`config.mk`:
```
export PLATFORM = sky130hd
export DESIGN_NAME = pwm_mod_gen
export DESIGN_NICKNAME = d
export VERILOG_FILES = /design/src/rtl/pwm_pkg.sv /design/src/rtl/pwm_mod_gen_carrier.sv /design/src/rtl/pwm_mod_gen.sv
export SDC_FILE = /design/constraint.sdc
export NUM_CORES = 1
export LEC_CHECK = 0
export CAP_MARGIN = 10
export CORE_MARGIN = 4
export CORE_UTILIZATION = 58
export DETAILED_ROUTE_END_ITERATION = 6
export GPL_TIMING_DRIVEN = 0
export PLACE_DENSITY = 0.81
export SLEW_MARGIN = 40
export SYNTH_ARGS = -nofsm -noshare
export SYNTH_HDL_FRONTEND = slang
export SYNTH_SLANG_ARGS = --single-unit
export TNS_END_PERCENT = 30
```
`constraint.sdc`:
```
create_clock -name clk -period 6.1 [get_ports clk]
set_input_delay 0.915 -clock clk [delete_from_list [all_inputs] [get_ports clk]]
set_output_delay 0.915 -clock clk [all_outputs]
set_load 0.1 [all_outputs]
```
`src/rtl/pwm_pkg.sv`:
```
// Shared types and constants for the unipolar H-bridge PWM modulator.
package pwm_pkg;

  localparam int unsigned MOD_W      = 12;
  localparam int unsigned MOD_OFFSET = 2048;
  localparam int unsigned CNT_W      = 11;
  localparam int unsigned OPND_W     = 13;
  localparam int unsigned PROD_W     = 24;

  typedef enum logic [1:0] {
    IDLE  = 2'd0,
    RUN   = 2'd1,
    FAULT = 2'd2
  } pwm_state_e;

  localparam logic [1:0] BOTH_OFF = 2'b00;
  localparam logic [1:0] RIGHT_ON = 2'b01;
  localparam logic [1:0] LEFT_ON  = 2'b10;
  localparam logic [1:0] BOTH_ON  = 2'b11;

  // Fold the asymmetric -2048 onto -2047 so the reference range is symmetric.
  function automatic logic [MOD_W-1:0] clamp_ref(input logic [MOD_W-1:0] m);
    logic [MOD_W-1:0] min_neg;
    min_neg = {1'b1, {(MOD_W-1){1'b0}}};
    return (m == min_neg) ? (min_neg | MOD_W'(1)) : m;
  endfunction

endpackage

```
`src/rtl/pwm_mod_gen_carrier.sv`:
```
// Phase-loadable triangular carrier with registered zero pulse.
// PWM_DOUBLE_UPDATE_EN: the carrier peak is also a reference update point.
module pwm_carrier
  import pwm_pkg::*;
#(
  parameter int unsigned CARRIER_MAX = 1250,
  parameter int unsigned PHASE       = 0
) (
  input  logic             clk,
  input  logic             rst_n,
  input  logic             hold,
  input  logic             run,
  input  logic             sync,
  output logic [CNT_W-1:0] cnt,
  output logic             upd_pt_c,
  output logic             carrier_zero
);

  localparam logic [CNT_W-1:0] MAX_C   = CNT_W'(CARRIER_MAX);
  localparam logic [CNT_W-1:0] PHASE_C = CNT_W'(PHASE);

  logic up;
  logic at_zero_c;

  assign at_zero_c = (cnt == '0);

`ifdef PWM_DOUBLE_UPDATE_EN
  assign upd_pt_c = at_zero_c | (cnt == MAX_C);
`else
  assign upd_pt_c = at_zero_c;
`endif

  // Triangle counter; turns at both ends without dwelling.
  always_ff @(posedge clk or negedge rst_n) begin
    if (!rst_n) begin
      cnt <= PHASE_C;
      up  <= 1'b1;
    end else if (hold || (run && sync)) begin
      cnt <= PHASE_C;
      up  <= 1'b1;
    end else if (run) begin
      if (up) begin
        if (cnt >= MAX_C) begin
          cnt <= MAX_C - CNT_W'(1);
          up  <= 1'b0;
        end else begin
          cnt <= cnt + CNT_W'(1);
        end
      end else begin
        if (cnt == '0) begin
          cnt <= CNT_W'(1);
          up  <= 1'b1;
        end else begin
          cnt <= cnt - CNT_W'(1);
        end
      end
    end
  end

  always_ff @(posedge clk or negedge rst_n) begin
    if (!rst_n) begin
      carrier_zero <= 1'b0;
    end else begin
      carrier_zero <= run && at_zero_c;
    end
  end

endmodule

```
`src/rtl/pwm_mod_gen.sv`:
```
// Unipolar carrier-based PWM modulator for one H-bridge unit with double-buffered reference.
// PWM_DOUBLE_UPDATE_EN: reference may also update at the carrier peak.
module pwm_mod_gen
  import pwm_pkg::*;
#(
  parameter int unsigned CARRIER_MAX = 1250,
  parameter int unsigned PHASE       = 0
) (
  input  logic             clk,
  input  logic             rst_n,
  input  logic             start_stop,
  input  logic             err_unit,
  input  logic             sync_in,
  input  logic             mod_valid,
  input  logic [MOD_W-1:0] mod_ref,
  output logic             mod_ready,
  output logic [1:0]       igbt_control,
  output logic             carrier_zero,
  output logic             running
);

  pwm_state_e        state_q, state_d;
  logic [CNT_W-1:0]  cnt;
  logic              upd_pt_c;
  logic              hold_c, run_c;
  logic              accept_c, take_c;
  logic [MOD_W-1:0]  act_ref, pend_ref;
  logic [OPND_W-1:0] opnd_l, opnd_r;
  logic [PROD_W-1:0] prod_l, prod_r;
  logic [MOD_W-1:0]  thr_l, thr_r;
  logic [1:0]        cmp_c;
  logic [1:0]        igbt_d;
  logic              running_d;

  assign hold_c = (state_q == IDLE);
  assign run_c  = (state_q == RUN);

  pwm_carrier #(
    .CARRIER_MAX (CARRIER_MAX),
    .PHASE       (PHASE)
  ) u_carrier (
    .clk          (clk),
    .rst_n        (rst_n),
    .hold         (hold_c),
    .run          (run_c),
    .sync         (sync_in),
    .cnt          (cnt),
    .upd_pt_c     (upd_pt_c),
    .carrier_zero (carrier_zero)
  );

  // Offset-binary (2048+m) is the sign-inverted two's complement pattern.
  assign opnd_l = {1'b0, ~act_ref[MOD_W-1], act_ref[MOD_W-2:0]};
  assign opnd_r = OPND_W'(2 * MOD_OFFSET) - opnd_l;
  assign prod_l = PROD_W'(opnd_l) * PROD_W'(CARRIER_MAX);
  assign prod_r = PROD_W'(opnd_r) * PROD_W'(CARRIER_MAX);
  assign thr_l  = MOD_W'(prod_l >> MOD_W);
  assign thr_r  = MOD_W'(prod_r >> MOD_W);

  assign cmp_c = ((MOD_W'(cnt) < thr_l) ? LEFT_ON  : BOTH_OFF) |
                 ((MOD_W'(cnt) < thr_r) ? RIGHT_ON : BOTH_OFF);

  always_ff @(posedge clk or negedge rst_n) begin
    if (!rst_n) begin
      state_q <= IDLE;
    end else begin
      state_q <= state_d;
    end
  end

  // Next state and output decode; fault outranks stop.
  always_comb begin
    state_d   = state_q;
    igbt_d    = BOTH_OFF;
    running_d = 1'b0;
    unique case (state_q)
      IDLE:    if (start_stop && !err_unit) state_d = RUN;
      RUN: begin
        if (err_unit)         state_d = FAULT;
        else if (!start_stop) state_d = IDLE;
      end
      FAULT:   if (!start_stop && !err_unit) state_d = IDLE;
      default: state_d = IDLE;
    endcase
    if (run_c && (state_d == RUN)) igbt_d = cmp_c;
    running_d = (state_d == RUN);
  end

  always_ff @(posedge clk or negedge rst_n) begin
    if (!rst_n) begin
      igbt_control <= BOTH_OFF;
      running      <= 1'b0;
    end else begin
      igbt_control <= igbt_d;
      running      <= running_d;
    end
  end

  // Pending buffer is full exactly when mod_ready is low.
  assign accept_c = mod_valid && mod_ready;
  assign take_c   = !mod_ready && (!run_c || upd_pt_c);

  always_ff @(posedge clk or negedge rst_n) begin
    if (!rst_n) begin
      act_ref   <= '0;
      pend_ref  <= '0;
      mod_ready <= 1'b1;
    end else if (accept_c) begin
      pend_ref  <= clamp_ref(mod_ref);
      mod_ready <= 1'b0;
    end else if (take_c) begin
      act_ref   <= pend_ref;
      mod_ready <= 1'b1;
    end
  end

endmodule
```
==> run metrics <==
H-tree depth=2; Final WS setup=-297 ps; die height=113 um; final setup violation count=1; Post-synth EDFFs=0; Peak Freq=156 MHz; CTS Buf Count=5; Max-cap violations=0; minimum clock period=6400 ps; GRT Resource Usage Total=23.7%; CP Launch Point=act_ref[1]; RR Startpoint=act_ref[1]; Worst R2R End=igbt_control[0]; slowest cell delay on critical path=530 ps; data arrival time of the critical path=6620 ps; Syn Inst Count=703; total die area=12,800 um2; IO Count=23; row count=38; GRT overflow=0; DPL Wire Length=11,300 um; Worst-Margin Slew=596 ps; Crit. End Element=flop; port buffer count=22; worst r2r path cells=31; setup skew after layout=7.63 ps; outcome=finished with violations; TNS Setup=-297 ps; CTS sink count=43; Root Buffer Master=clkbuf_8; #FFs+latches synth=43; post-synth design cell area=6390 um2; Final ANT Viol Nets=0; Setup CP Type=flop to flop; number of vias per cell=5.69; relative slew slack=60.1%; Total Wirelength=15,700 um; yosys warns=0; Synth Flop Type=dfrtp_1; fin. max-slew vios=0; Worst Path Max Fanout=4; nets=987; Setup crit start kind=flop; clock latency on the worst-skew pair=310 ps; syn_area_per_cell=9.09 um2; Worst Hold Class=input port to async pin; die width=113 um; Syn Nets=916; via count=5,208; largest net degree at the start of global routing=28; failing checks=setup timing; Clock Tree Buf Depth=2; GPL Wtd Cong=0.908; Reg clk slew, reported paths=90 ps; CTS Hold Bufs=0; Fillers=711; multi-input logic area=5230 um2; fraction of layout cells with a size suffix above 1=21.0%; Netlist cell types=61; Inserted Diodes=0; sequential standard cell area=1090 um2; RSZ-0062 raised after global routing=true; Wirelength per Cell=17.2 um; CP endpoint=igbt_control[0]; Slowest cell on crit path=fa_1; Pre-antenna DRT Iters=5; post-synthesis sequential area ratio=16.9%; via count of the first global-routing pass=5,251; FFs w/ async S/R, synth=100%; Final period util=105%; worst path required time=6320 ps; initial drt markers=357; DRC viols=0; Reg2Reg Setup Slack=-300 ps; initial antenna violation count=0; Starting Density=59.2%; global-route wire length before repair=24,800 um; core area=10,800 um2; Synth-to-Final Area Change=21.4%; CTS tree=done; Hold Violations, Final=0
## timing repair
item                                   in CTS  in global routing
setup endpoints to repair                   1                  2
resized for setup                          32                 42
setup buffers                              29                 12
endpoints found under the hold margin       0                  0
pin swaps                                  36                 44
## layer usage
layer / vias up / GRT usage, % / part of all wire (%) / routed length, um
met1: 2543 / 30.6 / 41 / 6450
met5: - / 0 / 0 / 0
met4: 0 / 6.73 / 2.3 / 368
met2: 131 / 42.1 / 53 / 8350
li1: 2498 / - / - / -
met3: 36 / 2.57 / 3.6 / 560
## cell usage in the layout (no fill, tap or decap), types with 4 or more instances in the layout
master and instances:
inv_1 133, ha_1 132, fa_1 44, nand2_1 37
buf_4 37, nor2_1 32, dfrtp_1 32, a21oi_1 28
o21ai_1 19, clkdlybuf4s50_1 16, a21o_1 14, o21ai_0 14
ha_4 13, xnor2_1 12, xor2_1 11, mux2_2 11
inv_2 9, nor3_1 9, dfrtp_2 9, and3_1 8
nand4_1 7, nand3_1 7, buf_2 7, xnor2_4 6
ha_2 6, xnor2_2 5, buf_6 5, clkbuf_8 5
clkbuf_1 4, a22o_1 4, inv_4 4, o211ai_1 4
nand2b_1 4, or3_1 4, a31oi_1 4
## flip-flops by register name, summed over array words and instances (netlist names)
register	flops
u_carrier.up	1
igbt_control	2
act_ref	12
mod_ready	1
u_carrier.carrier_zero	1
u_carrier.cnt	11
running	1
state_q	2
pend_ref	12
## per-stage QoR
stage	hold slack [ps]	setup WS [ps]	std cells	utilization (%)	instance area (um2)
after CTS	466	-205	903	68.5	7390
after floorplan	450	5.68	703	-	6510
after detailed placement	466	-662	866	63.9	6900
final	466	-297	915	71.8	7750
after global placement	465	-640	865	64.0	6910
after global routing	477	-594	915	71.8	7750
## worst min path at each step
stage	start	end	slack, ps
floorplan	pend_ref[0]	pend_ref[0]	450
global placement	pend_ref[8]	act_ref[8]	460
detailed placement	pend_ref[5]	act_ref[5]	470
CTS	rst_n	u_carrier.cnt[6]	470
global route	rst_n	u_carrier.cnt[6]	480
finish	rst_n	u_carrier.cnt[6]	470
## worst max-delay path, delay by kind of cell, from the launching register on
family          cells  cell delay (ps)
compound gates      8             1390
simple gates        6             1140
xor+xnor            2              360
buf+inv             6              470
flops               1              440
mux                 1              100
fa+ha+maj           8             2400
## Yosys cell counts (7+ instances only)
master	n	area share, %
nand4_1	7	0.69
nor3_1	9	0.71
o21ai_1	18	1.4
nand3_1	9	0.71
xor2_1	12	1.6
mux2_2	11	1.9
o21ai_0	16	1.3
a21o_1	14	1.6
a21oi_1	31	2.4
xnor2_1	23	3.2
inv_1	146	8.6
nor2_1	36	2.1
ha_1	151	30
and3_1	10	0.98
dfrtp_1	41	16
nand2_1	40	2.4
fa_1	44	14
## layout make-up
class,instances,share of cell area [%]
clock inverter,3,0.339
multi-input combinational,505,67.4
buffer,9,0.613
inverter,146,7.20
clock buffer,5,0.888
sequential,43,14.1
tap,140,2.26
timing repair buffer,64,7.23
## logic make-up after synthesis
family,after synthesis,share of synthesized area [%]
AND/OR/NAND/NOR,140,10.9
AO/OA/AOI/OAI,122,12.5
flip-flops,43,16.9
multiplexers,13,2.25
buffers and inverters,155,9.32
adder cells (fa/ha/maj),195,43.4
XOR/XNOR,35,4.80
Power is not shown: default switching activity piles up to over one toggle a cycle in this logic, so the estimate is an artifact.
